### src/rtl/fifo_rd_drain_if.sv
// fifo_rd_drain_if: FIFO read side plus downstream valid/ready stream.
// master = drain block, slave = FIFO/consumer side.
interface fifo_rd_drain_if #(
  parameter int DATA_W = 128
);
  logic              o_rden;
  logic              i_empty;
  logic [DATA_W-1:0] i_rddata;
  logic              o_valid;
  logic [DATA_W-1:0] o_data;
  logic              i_ready;

  modport master (
    output o_rden,
    input  i_empty,
    input  i_rddata,
    output o_valid,
    output o_data,
    input  i_ready
  );

  modport slave (
    input  o_rden,
    output i_empty,
    output i_rddata,
    input  o_valid,
    input  o_data,
    output i_ready
  );
endinterface

### src/rtl/fifo_rd_drain.sv
// fifo_rd_drain: pops a latency-1 FIFO into a 2-entry registered skid
// buffer and streams it out. Ports: clk, rstn (async, active high),
// i_en, bus (FIFO rd + stream), o_busy, o_count (transfer counter).
module fifo_rd_drain #(
  parameter int DATA_W = 128,
  parameter int CNT_W  = 16
) (
  input  logic             clk,
  input  logic             rstn,
  input  logic             i_en,
  fifo_rd_drain_if.master  bus,
  output logic             o_busy,
  output logic [CNT_W-1:0] o_count
);

  localparam logic [1:0] IDLE  = 2'd0;
  localparam logic [1:0] RUN   = 2'd1;
  localparam logic [1:0] FLUSH = 2'd2;

  logic [1:0]        state_q, state_d;
  logic              inflight_q, inflight_d;
  logic [1:0]        occ_q, occ_d;
  logic [DATA_W-1:0] head_q, head_d;
  logic [DATA_W-1:0] skid_q, skid_d;
  logic [CNT_W-1:0]  cnt_q, cnt_d;

  logic       pop;
  logic       cap;
  logic       rden;
  logic [1:0] fill;

  assign pop = (occ_q != 2'd0) & bus.i_ready;
  assign cap = inflight_q;

  // Slots committed after this cycle; occ=2 with a read in
  // flight never happens, so this fits in 2 bits.
  assign fill = occ_q + {1'b0, inflight_q} - {1'b0, pop};

  assign rden = (state_q == RUN) & ~bus.i_empty
              & (fill < 2'd2);

  assign inflight_d = rden;

  always_comb begin
    state_d = state_q;
    unique case (state_q)
      IDLE: begin
        if (i_en) state_d = RUN;
      end
      RUN: begin
        if (!i_en) state_d = FLUSH;
      end
      FLUSH: begin
        if (i_en)
          state_d = RUN;
        else if (!inflight_q && occ_q == 2'd0)
          state_d = IDLE;
      end
      default: state_d = IDLE;
    endcase
  end

  // Tail write and head pop; when both happen the
  // surviving oldest word moves to head, order kept.
  always_comb begin
    head_d = head_q;
    skid_d = skid_q;
    occ_d  = occ_q + {1'b0, cap} - {1'b0, pop};
    if (cap && pop) begin
      if (occ_q == 2'd2) begin
        head_d = skid_q;
        skid_d = bus.i_rddata;
      end else begin
        head_d = bus.i_rddata;
      end
    end else if (pop) begin
      if (occ_q == 2'd2) head_d = skid_q;
    end else if (cap) begin
      if (occ_q == 2'd0) head_d = bus.i_rddata;
      else               skid_d = bus.i_rddata;
    end
  end

  assign cnt_d = pop ? cnt_q + CNT_W'(1) : cnt_q;

  always_ff @(posedge clk or posedge rstn) begin
    if (rstn) begin
      state_q    <= IDLE;
      inflight_q <= 1'b0;
      occ_q      <= 2'd0;
      head_q     <= '0;
      skid_q     <= '0;
      cnt_q      <= '0;
    end else begin
      state_q    <= state_d;
      inflight_q <= inflight_d;
      occ_q      <= occ_d;
      head_q     <= head_d;
      skid_q     <= skid_d;
      cnt_q      <= cnt_d;
    end
  end

  assign bus.o_rden  = rden;
  assign bus.o_valid = (occ_q != 2'd0);
  assign bus.o_data  = head_q;
  assign o_busy      = inflight_q | (occ_q != 2'd0);
  assign o_count     = cnt_q;

endmodule

### src/flat_wrapper.sv
// flat-port wrapper written by rule: the top's interface ports become plain ports
module fifo_rd_drain_flat 
#(
  parameter int DATA_W = 128,
  parameter int CNT_W  = 16
)
  (clk, rstn, i_en, o_busy, o_count, bus_o_rden, bus_i_empty, bus_i_rddata, bus_o_valid, bus_o_data, bus_i_ready);
  fifo_rd_drain_if #(.DATA_W(DATA_W)) bus_i ();
  input  logic clk;
  input  logic rstn;
  input  logic i_en;
  output logic o_busy;
  output logic [CNT_W-1:0] o_count;
  output wire logic [$bits(bus_i.o_rden)-1:0] bus_o_rden;
  input wire logic [$bits(bus_i.i_empty)-1:0] bus_i_empty;
  input wire logic [$bits(bus_i.i_rddata)-1:0] bus_i_rddata;
  output wire logic [$bits(bus_i.o_valid)-1:0] bus_o_valid;
  output wire logic [$bits(bus_i.o_data)-1:0] bus_o_data;
  input wire logic [$bits(bus_i.i_ready)-1:0] bus_i_ready;
  assign bus_o_rden = bus_i.o_rden;
  assign bus_i.i_empty = bus_i_empty;
  assign bus_i.i_rddata = bus_i_rddata;
  assign bus_o_valid = bus_i.o_valid;
  assign bus_o_data = bus_i.o_data;
  assign bus_i.i_ready = bus_i_ready;
  fifo_rd_drain #(.DATA_W(DATA_W), .CNT_W(CNT_W)) u_core (.clk(clk), .rstn(rstn), .i_en(i_en), .bus(bus_i), .o_busy(o_busy), .o_count(o_count));
endmodule
### config.mk
export PLATFORM = sky130hd
export DESIGN_NAME = fifo_rd_drain_flat
export DESIGN_NICKNAME = d
export VERILOG_FILES = /design/src/rtl/fifo_rd_drain_if.sv /design/src/rtl/fifo_rd_drain.sv /design/src/flat_wrapper.sv
export SDC_FILE = /design/constraint.sdc
export NUM_CORES = 1
export LEC_CHECK = 0
export BUFFER_PORTS_ARGS = -buffer_cell sky130_fd_sc_hd__buf_2
export CAP_MARGIN = 20
export CELL_PAD_IN_SITES_DETAIL_PLACEMENT = 1
export CELL_PAD_IN_SITES_GLOBAL_PLACEMENT = 2
export CORE_ASPECT_RATIO = 0.5
export CORE_MARGIN = 1.5
export CORE_UTILIZATION = 38
export CTS_BUF_LIST = sky130_fd_sc_hd__clkbuf_16
export CTS_CLUSTER_DIAMETER = 150
export DETAILED_ROUTE_END_ITERATION = 10
export MAX_ROUTING_LAYER = met4
export PLACE_DENSITY_LB_ADDON = 0.05
export SLEW_MARGIN = 10
export SYNTH_ARGS = -nofsm -noshare
export SYNTH_HDL_FRONTEND = slang
export SYNTH_SLANG_ARGS = --single-unit
### constraint.sdc
create_clock -name clk -period 17.6 [get_ports clk]
set_input_delay 3.52 -clock clk [delete_from_list [all_inputs] [get_ports clk]]
set_output_delay 3.52 -clock clk [all_outputs]
set_load 0.03 [all_outputs]
# After elaboration in Yosys (flattened, before gate mapping)
# Cells that the tools add are included.
# totals
in_bits	133
elab_cells	53
reg_bits	277
# classes
addsub	3
magnitude_cmp	1
n_reduce_logical	12
n_mux	16
n_bitwise	5
eq_ne	10
# op_table
operator	n
128-bit two-way mux	11
16-bit by 1-bit adder with 16-bit output, second input constant	1
2-bit inequality test, second input constant	5
2-bit two-way mux	4
2-bit one-hot mux with 3 select lines	1
3-bit AND reduction	2
3-bit nonzero test	2
2-bit == test, second input constant	2
2-bit logical NOT	2
4-bit AND reduction	1
2-bit nonzero test	2
1-bit AND	3
3-bit by 2-bit inequality test with 1-bit output, second input constant	1
3-bit inequality test, second input constant	1
2-bit by 1-bit adder with 2-bit output	1
2-bit by 1-bit == test with 1-bit output, second input constant	1
1-bit logical AND	2
2-bit < comparator, second input constant	1
2-bit by 1-bit subtractor with 2-bit output	1
1-bit logical NOT	1
1-bit inverter	1
1-bit bitwise OR	1

# Depth between registers and ports, before layout
# Gate-level depths: netlist of run 1.
# depth
depth_word	5
depth_mapped	8
depth_no_buf	6

# Worst setup path before layout of run 1
# No wires, ideal clock.
# synth_timing
path_type	input to output
from	input bus_i_ready
to	output bus_o_rden
arrival_time_ps	5315
path_buffers	2
path_slack_ps	8765
cell_stages	7
cell_sequence	buf_2 > nand3_2 > buf_1 > o21ai_0 > ha_1 > xor2_1 > nor3_1
# synth_between
elab_chain_cells	4
# synth_lines
item	line	rtl
from (decl)	flat_wrapper.sv:19	input wire logic [$bits(bus_i.i_ready)-1:0] bus_i_ready;
1-bit AND	fifo_rd_drain.sv:32	assign pop = (occ_q != 2'd0) & bus.i_ready;
2-bit by 1-bit subtractor with 2-bit output	fifo_rd_drain.sv:37	assign fill = occ_q + {1'b0, inflight_q} - {1'b0, pop};
net u_core.fill[1]	fifo_rd_drain.sv:30	logic [1:0] fill;
2-bit < comparator	fifo_rd_drain.sv:40	& (fill < 2'd2);
1-bit AND	fifo_rd_drain.sv:40	
to (decl)	flat_wrapper.sv:14	output wire logic [$bits(bus_i.o_rden)-1:0] bus_o_rden;
# The timed path passes the listed nets, and every way through them passes these cells.

# Worst setup path after layout of run 1
# Same ends and word-level chain as after synthesis.

==> impl_results.md, run 1 <==
- Number of synthesized register bits: 277
- Root Buffer: clkbuf_16
- Worst setup path endpoint: bus_o_rden
- Dominant synthesized flop cell: dfrtp_1
- Slew HR: slightly above 30%
- Worst Hold Margin: about 470 ps
- Setup bufs post-CTS: 0
- PwrDens: 191 nW/µm²
- Peak Freq: about 110 MHz
- Peak supply drop: 0.0000804 V
- Clk slew on worst S/H paths: approximately 60 ps
- Post-route ant nets: 0
- Drt initial violations: ~380
- Status: completed
- Syn avg cell area: 12.8 µm²
- Final max-slew violation count: 0
- Number of synthesized flops with an enable pin: 0
- RSZ-0062 raised after global routing: false
- Final GP Congestion: ~0.74
- Total power: ~2.7 mW
- Share of layout cells above drive strength 1: 39.0%
- Die Area: between 30000 and 40000 µm²
- Grt total ovfl: 0
- Initial antenna violation count: 4
- Post-synthesis mux area share: between 10% and 20%
- Clk buf depth: 3
- I/O Buffers: 279
- R2R Setup Slk: around 14000 ps
- Area Growth Syn to Fin: 20.2%
- Synth Area in Compound Gates: between 10% and 20%
- Ports: 280
- Final Cycle Share: between 50% and 60%
- Setup violations, final: 0
- Post-Syn Nets: 1069
- Leakage: slightly below 7 nW
- Synth top area share: 58.0%
- Crit path kind: in2out
- Dpl hpwl: 20400 µm
- Die X: 254 µm
- Hold buffer count at CTS: 0
- CTS buffer count: 27
- Simple-gate share of the synthesized area: around 1.9%
- Seq/Total Area, Yosys: slightly below 60%
- Reg-to-reg startpoint: u_core.cap
- Critical Path Start: bus_i_ready
- Max-Cap Viols: 0
- Setup crit end kind: primary output
- Drt drc: 0
- CP Data Arrival Time: between 5000 and 6000 ps
- Minimum clock period: 9080 ps
- Synth area leader: dfrtp_1
- Initial core utilization: 39.0%
- Die Y: between 100 and 150 µm
- Mapped cell area: ~12000 µm²
- Htree depth: 1
- # rows: 45
- Drt wl/cell: about 21 µm
- Largest net degree at the start of global routing: about 130
- Startpoint class of the critical path: input port
- Synth async-reset ratio: 100%
- Finished Core Util: about 47%
- First-pass GRT wire length: between 50000 and 60000 µm
- Min-delay src: u_core.o_count[15]
- Synth Instances: 934
- Via Count: approximately 8700
- Setup tns final: 0 ps
- Resize count post-CTS: 0
- Worst Skew: ~9.5 ps
- Sink Count: approximately 280
- Cells taking the most area after synthesis: dfrtp_1, mux2_4, mux2_2
- Clk Latency, worst-skew pair: between 500 and 600 ps
- Area share of fa/ha/maj cells after synthesis: less than 1%
- YS warnings: 0
- CTS tree: yes
- Number of global-route vias before repair: ~9400
- Core area: 30600 µm²
- Register-to-Register Path Depth: 5
- Largest family of logic cells by synthesized area: compound AO/OA/AOI/OAI gates
- Synth unique cells: 41
- Worst Path Max Fanout: 71
- Hold Fails Final Rpt: 0
- Router iterations before antenna repair: 4
- DRT Wirelength: approximately 34000 µm
- Post-Synth XOR/XNOR Area: approximately 1.2%
- Hold Path Class: reg2reg
- DR vias/cell: roughly 5.3
- GRT Util Overall: 21.7%
- Worst flop-to-flop path endpoint: u_core.bus.o_data[120]
- Net count, final: 1314
- Worst slew pin tran: between 1000 and 1500 ps
- CP Data Required Time: roughly 14000 ps
[logic make-up after synthesis]
logic type      after synthesis
compound gates              323
simple gates                 39
flops                       277
buf+inv                     149
xor+xnor                     16
mux                         128
fa+ha+maj                     2
[placed cells by master, fill, tap and decap left out, drive strengths merged, types with 2 or more instances in the layout]
cell	Yosys	final
nand2	10	10
nand2b	2	2
clkinv	1	17
a2bb2oi	58	58
nor2	6	6
nand3	6	6
o21a	2	2
nand4	7	7
dfrtp	277	277
and2	2	2
o221ai	57	57
o22ai	70	70
buf	50	291
mux2	128	128
xnor2	15	15
ha	2	2
o21ai	62	62
nand3b	2	2
diode	0	4
inv	73	78
a21oi	71	71
clkbuf	25	27
a21boi	2	2
[state kept, by name, summed over array words and instances (netlist names)]
register           flops
u_core.state_q         2
u_core.occ_q           2
u_core.o_count        16
u_core.skid_q        128
u_core.cap             1
u_core.bus.o_data    128
[synthesized netlist by cell type (2+ instances only)]
cell       instances
a2bb2oi_1         38
dfrtp_1          277
inv_1             72
buf_4              2
buf_1              8
buf_2             23
mux2_4            50
and2_1             2
xnor2_1           15
nand2_1           10
o21ai_0           60
a2bb2oi_2         20
ha_1               2
o21a_1             2
buf_6             17
nor2_1             6
mux2_1            17
a21oi_1           71
clkbuf_1          24
nand3_1            5
o221ai_1          57
a21boi_0           2
mux2_2            61
o22ai_1           70
nand4_1            7
[report_power, final]
part / internal, mW / switching, mW / leakage [nW]
registers: 0.934 / 0.173 / 3.27
logic: 0.431 / 0.656 / 3.25
clock network: 0.292 / 0.256 / 0.406
[layout make-up]
class,instances,area (µm²)
repair buffers,291,1490
clock buffers,27,676
clock inverters,22,120
inverters,74,285
diodes,4,10.0
flip-flops and latches,277,6930
well taps,423,529
fillers,3326,16300
multi-input cells,508,4320
[worst min path at each step]
stage	to	cells past startpoint	slack, ps
after floorplan	u_core.state_q[0]	1	440
after global placement	u_core.state_q[0]	1	460
after detailed placement	u_core.o_count[15]	1	470
after CTS	u_core.o_count[15]	1	480
after global routing	u_core.o_count[15]	1	510
final	u_core.o_count[15]	1	470
[metrics by stage]
stage,worst slack [ps],instances,area (µm²)
after floorplan,6440,934,12000
after global placement,8470,1573,13600
after detailed placement,8490,1573,13600
after CTS,8490,1622,14400
after global routing,8310,1626,14400
final,8520,1626,14400
[per-layer routing]
layer	routed length [µm]	share of wire, %	track usage [%]	up-vias
li1	-	-	-	3927
met1	14800	44	27.3	4535
met2	17200	51	36.7	152
met5	0	0	-	-
met4	569	1.7	4.24	0
met3	1390	4.1	4.23	46
[critical path, cell delays in order]
cell,delay (ps)
buf_2,150
nand3_2,80
buf_4,690
o21ai_0,230
ha_1,270
xor2_1,170
nor3_1,210
buf_2,240
Power figures use the tool's default switching activity.
==> inputs of run 2 (changes only) <==
- CORE_UTILIZATION: 38 -> 36
- clock period: 17.6 -> 8.9 ns (I/O delays scaled with it)
==> impl_results.md, run 2 (same netlist as run 1, synthesis figures left out) <==
- Reg-to-reg startpoint: u_core.cap
- First-pass GRT wire length: 54100 µm (about the same)
- Peak supply drop: 0.000135 V (+68%)
- Core area: 32200 µm² (+5.0%)
- Status: completed
- Grt total ovfl: 0 (unchanged)
- Slew HR: 30.0% (-0.18 points)
- CP Data Arrival Time: 3820 ps (-1740 ps)
- Peak Freq: about 180 MHz
- Resize count post-CTS: 0 (unchanged)
- Clk slew on worst S/H paths: 70 ps (about the same)
- Die Y: 132 µm (+2.7%)
- Slowest cell on crit path: buf_4
- Setup violations, final: 0 (unchanged)
- Initial antenna violation count: 4 (unchanged)
- Drt drc: 0 (unchanged)
- # rows: 46 (+2.2%)
- I/O Buffers: 279 (unchanged)
- Number of global-route vias before repair: 9258 (-1.6%)
- Hold Crit Endpoint: u_core.state_q[0]
- DRT Wirelength: 34100 µm (+0.16%)
- Leakage: 6.97 nW (+0.62%)
- Hold path depth: 1 (unchanged)
- Share of layout cells above drive strength 1: 39.3% (+0.30 points)
- Largest net degree at the start of global routing: 159 (+20%)
- Worst Skew: 13.9 ps (+4.43 ps)
- Final max-slew violation count: 0 (unchanged)
- Die X: 261 µm (+2.7%)
- Die Area: 34400 µm² (+5.5%)
- CP Data Required Time: 7120 ps (-6960 ps)
- Worst-path cell chain: buf_2 -> nand3_2 -> buf_4 -> o21ai_0 -> ha_1 -> xor2_1 -> nor3_1 -> buf_2
- Clk buf depth: 3 (unchanged)
- Worst slew pin tran: 1050 ps (+2.70 ps)
- Dpl hpwl: 20200 µm (-0.95%)
- Register-to-Register Path Depth: 5 (unchanged)
- Setup bufs post-CTS: 0 (unchanged)
- RSZ-0062 raised after global routing: false
- Ports: 280 (unchanged)
- Worst path max stage delay: 660 ps (-30 ps)
- Buf+Inv Stages, Crit Path: 3 (unchanged)
- Setup crit end kind: primary output
- Max-Cap Viols: 0 (unchanged)
- Hold Path Class: reg2reg
- CTS tree: yes
- Sink Count: 277 (unchanged)
- Cell family with most CP delay: buffers and inverters
- Router iterations before antenna repair: 4 (unchanged)
- Final Cycle Share: between 60% and 70%
- Min-delay src: u_core.state_q[1]
- Startpoint class of the critical path: input port
- Setup tns final: 0 ps (unchanged)
- Total power: 5.46 mW (+99%)
- Most frequent cells in the layout: buf_2, dfrtp_1, inv_1
- Final GP Congestion: 0.734 (-0.29%)
- Commonest non-fill, non-tap cell in the layout: buf_2
- Hold buffer count at CTS: 0 (unchanged)
- CTS buffer count: 27 (unchanged)
- Initial core utilization: 37.2% (-1.9 points)
- Hold Fails Final Rpt: 0 (unchanged)
- Post-route ant nets: 0 (unchanged)
- GRT Util Overall: 20.2% (-1.4 points)
- Area Growth Syn to Fin: 20.9%
- Drt initial violations: 470 (+23%)
- PwrDens: 378 nW/µm² (+98%)
- Cell mode on critical path: buf_2
- Clk Latency, worst-skew pair: 540 ps (about the same)
- Root Buffer: clkbuf_16
- Net count, final: 1316 (+0.15%)
- Minimum clock period: ~5600 ps
- R2R Setup Slk: 5700 ps (-8750 ps)
- Worst flop-to-flop path endpoint: u_core.bus.o_data[123]
- Crit path kind: in2out
- Htree depth: 1 (unchanged)
- DR vias/cell: 5.26 (-1.2%)
- Via Count: 8612 (-0.55%)
- Drt wl/cell: 20.8 µm (-0.45%)
- Worst Path Max Fanout: 71 (unchanged)
==> run 2: final cells by class <==
type                            count  area (µm²)
Fill cell                        3459       17700
Sequential cell                   277        6930
Multi-Input combinational cell    508        4320
Timing Repair Buffer              293        1530
Clock buffer                       27         676
Tap cell                          432         541
Inverter                           74         282
Clock inverter                     21         158
Antenna cell                        4        10.0
==> run 2: power by group <==
part | internal [mW] | total (mW) | leakage, nW | switching (mW)
combinational | 0.855 | 2.15 | 3.27 | 1.29
clock | 0.611 | 1.12 | 0.435 | 0.508
sequential | 1.85 | 2.19 | 3.27 | 0.346
==> run 2: how the worst max path moves through the flow <==
stage / from / end / cells past startpoint
after floorplan: rstn / u_core.bus.o_data[0] / 1
after global placement: bus_i_ready / bus_o_rden / 8
after detailed placement: bus_i_ready / bus_o_rden / 8
after CTS: bus_i_ready / bus_o_rden / 8
after global routing: bus_i_ready / bus_o_rden / 8
final: bus_i_ready / bus_o_rden / 8
==> run 2: layer usage <==
layer  part of all wire (%)  wire, µm  global-route usage, %
met4                    1.3       442                   3.24
met1                     44     14800                   25.4
met2                     52     17600                   34.7
met3                    3.6      1230                   3.56
met5                      0         0                      -
==> run 2: metrics by stage <==
step | instances | utilization [%] | hold WS [ps] | cell area, µm² | setup slack [ps]
2_1_floorplan | 934 | - | 444 | 12000 | 3450
3_3_place_gp | 1583 | 42.2 | 458 | 13600 | 3260
6_report | 1636 | 44.9 | 479 | 14400 | 3300
3_5_place_dp | 1583 | 42.2 | 479 | 13600 | 3240
5_1_grt | 1636 | 44.9 | 508 | 14400 | 3050
4_1_cts | 1631 | 44.8 | 488 | 14400 | 3240
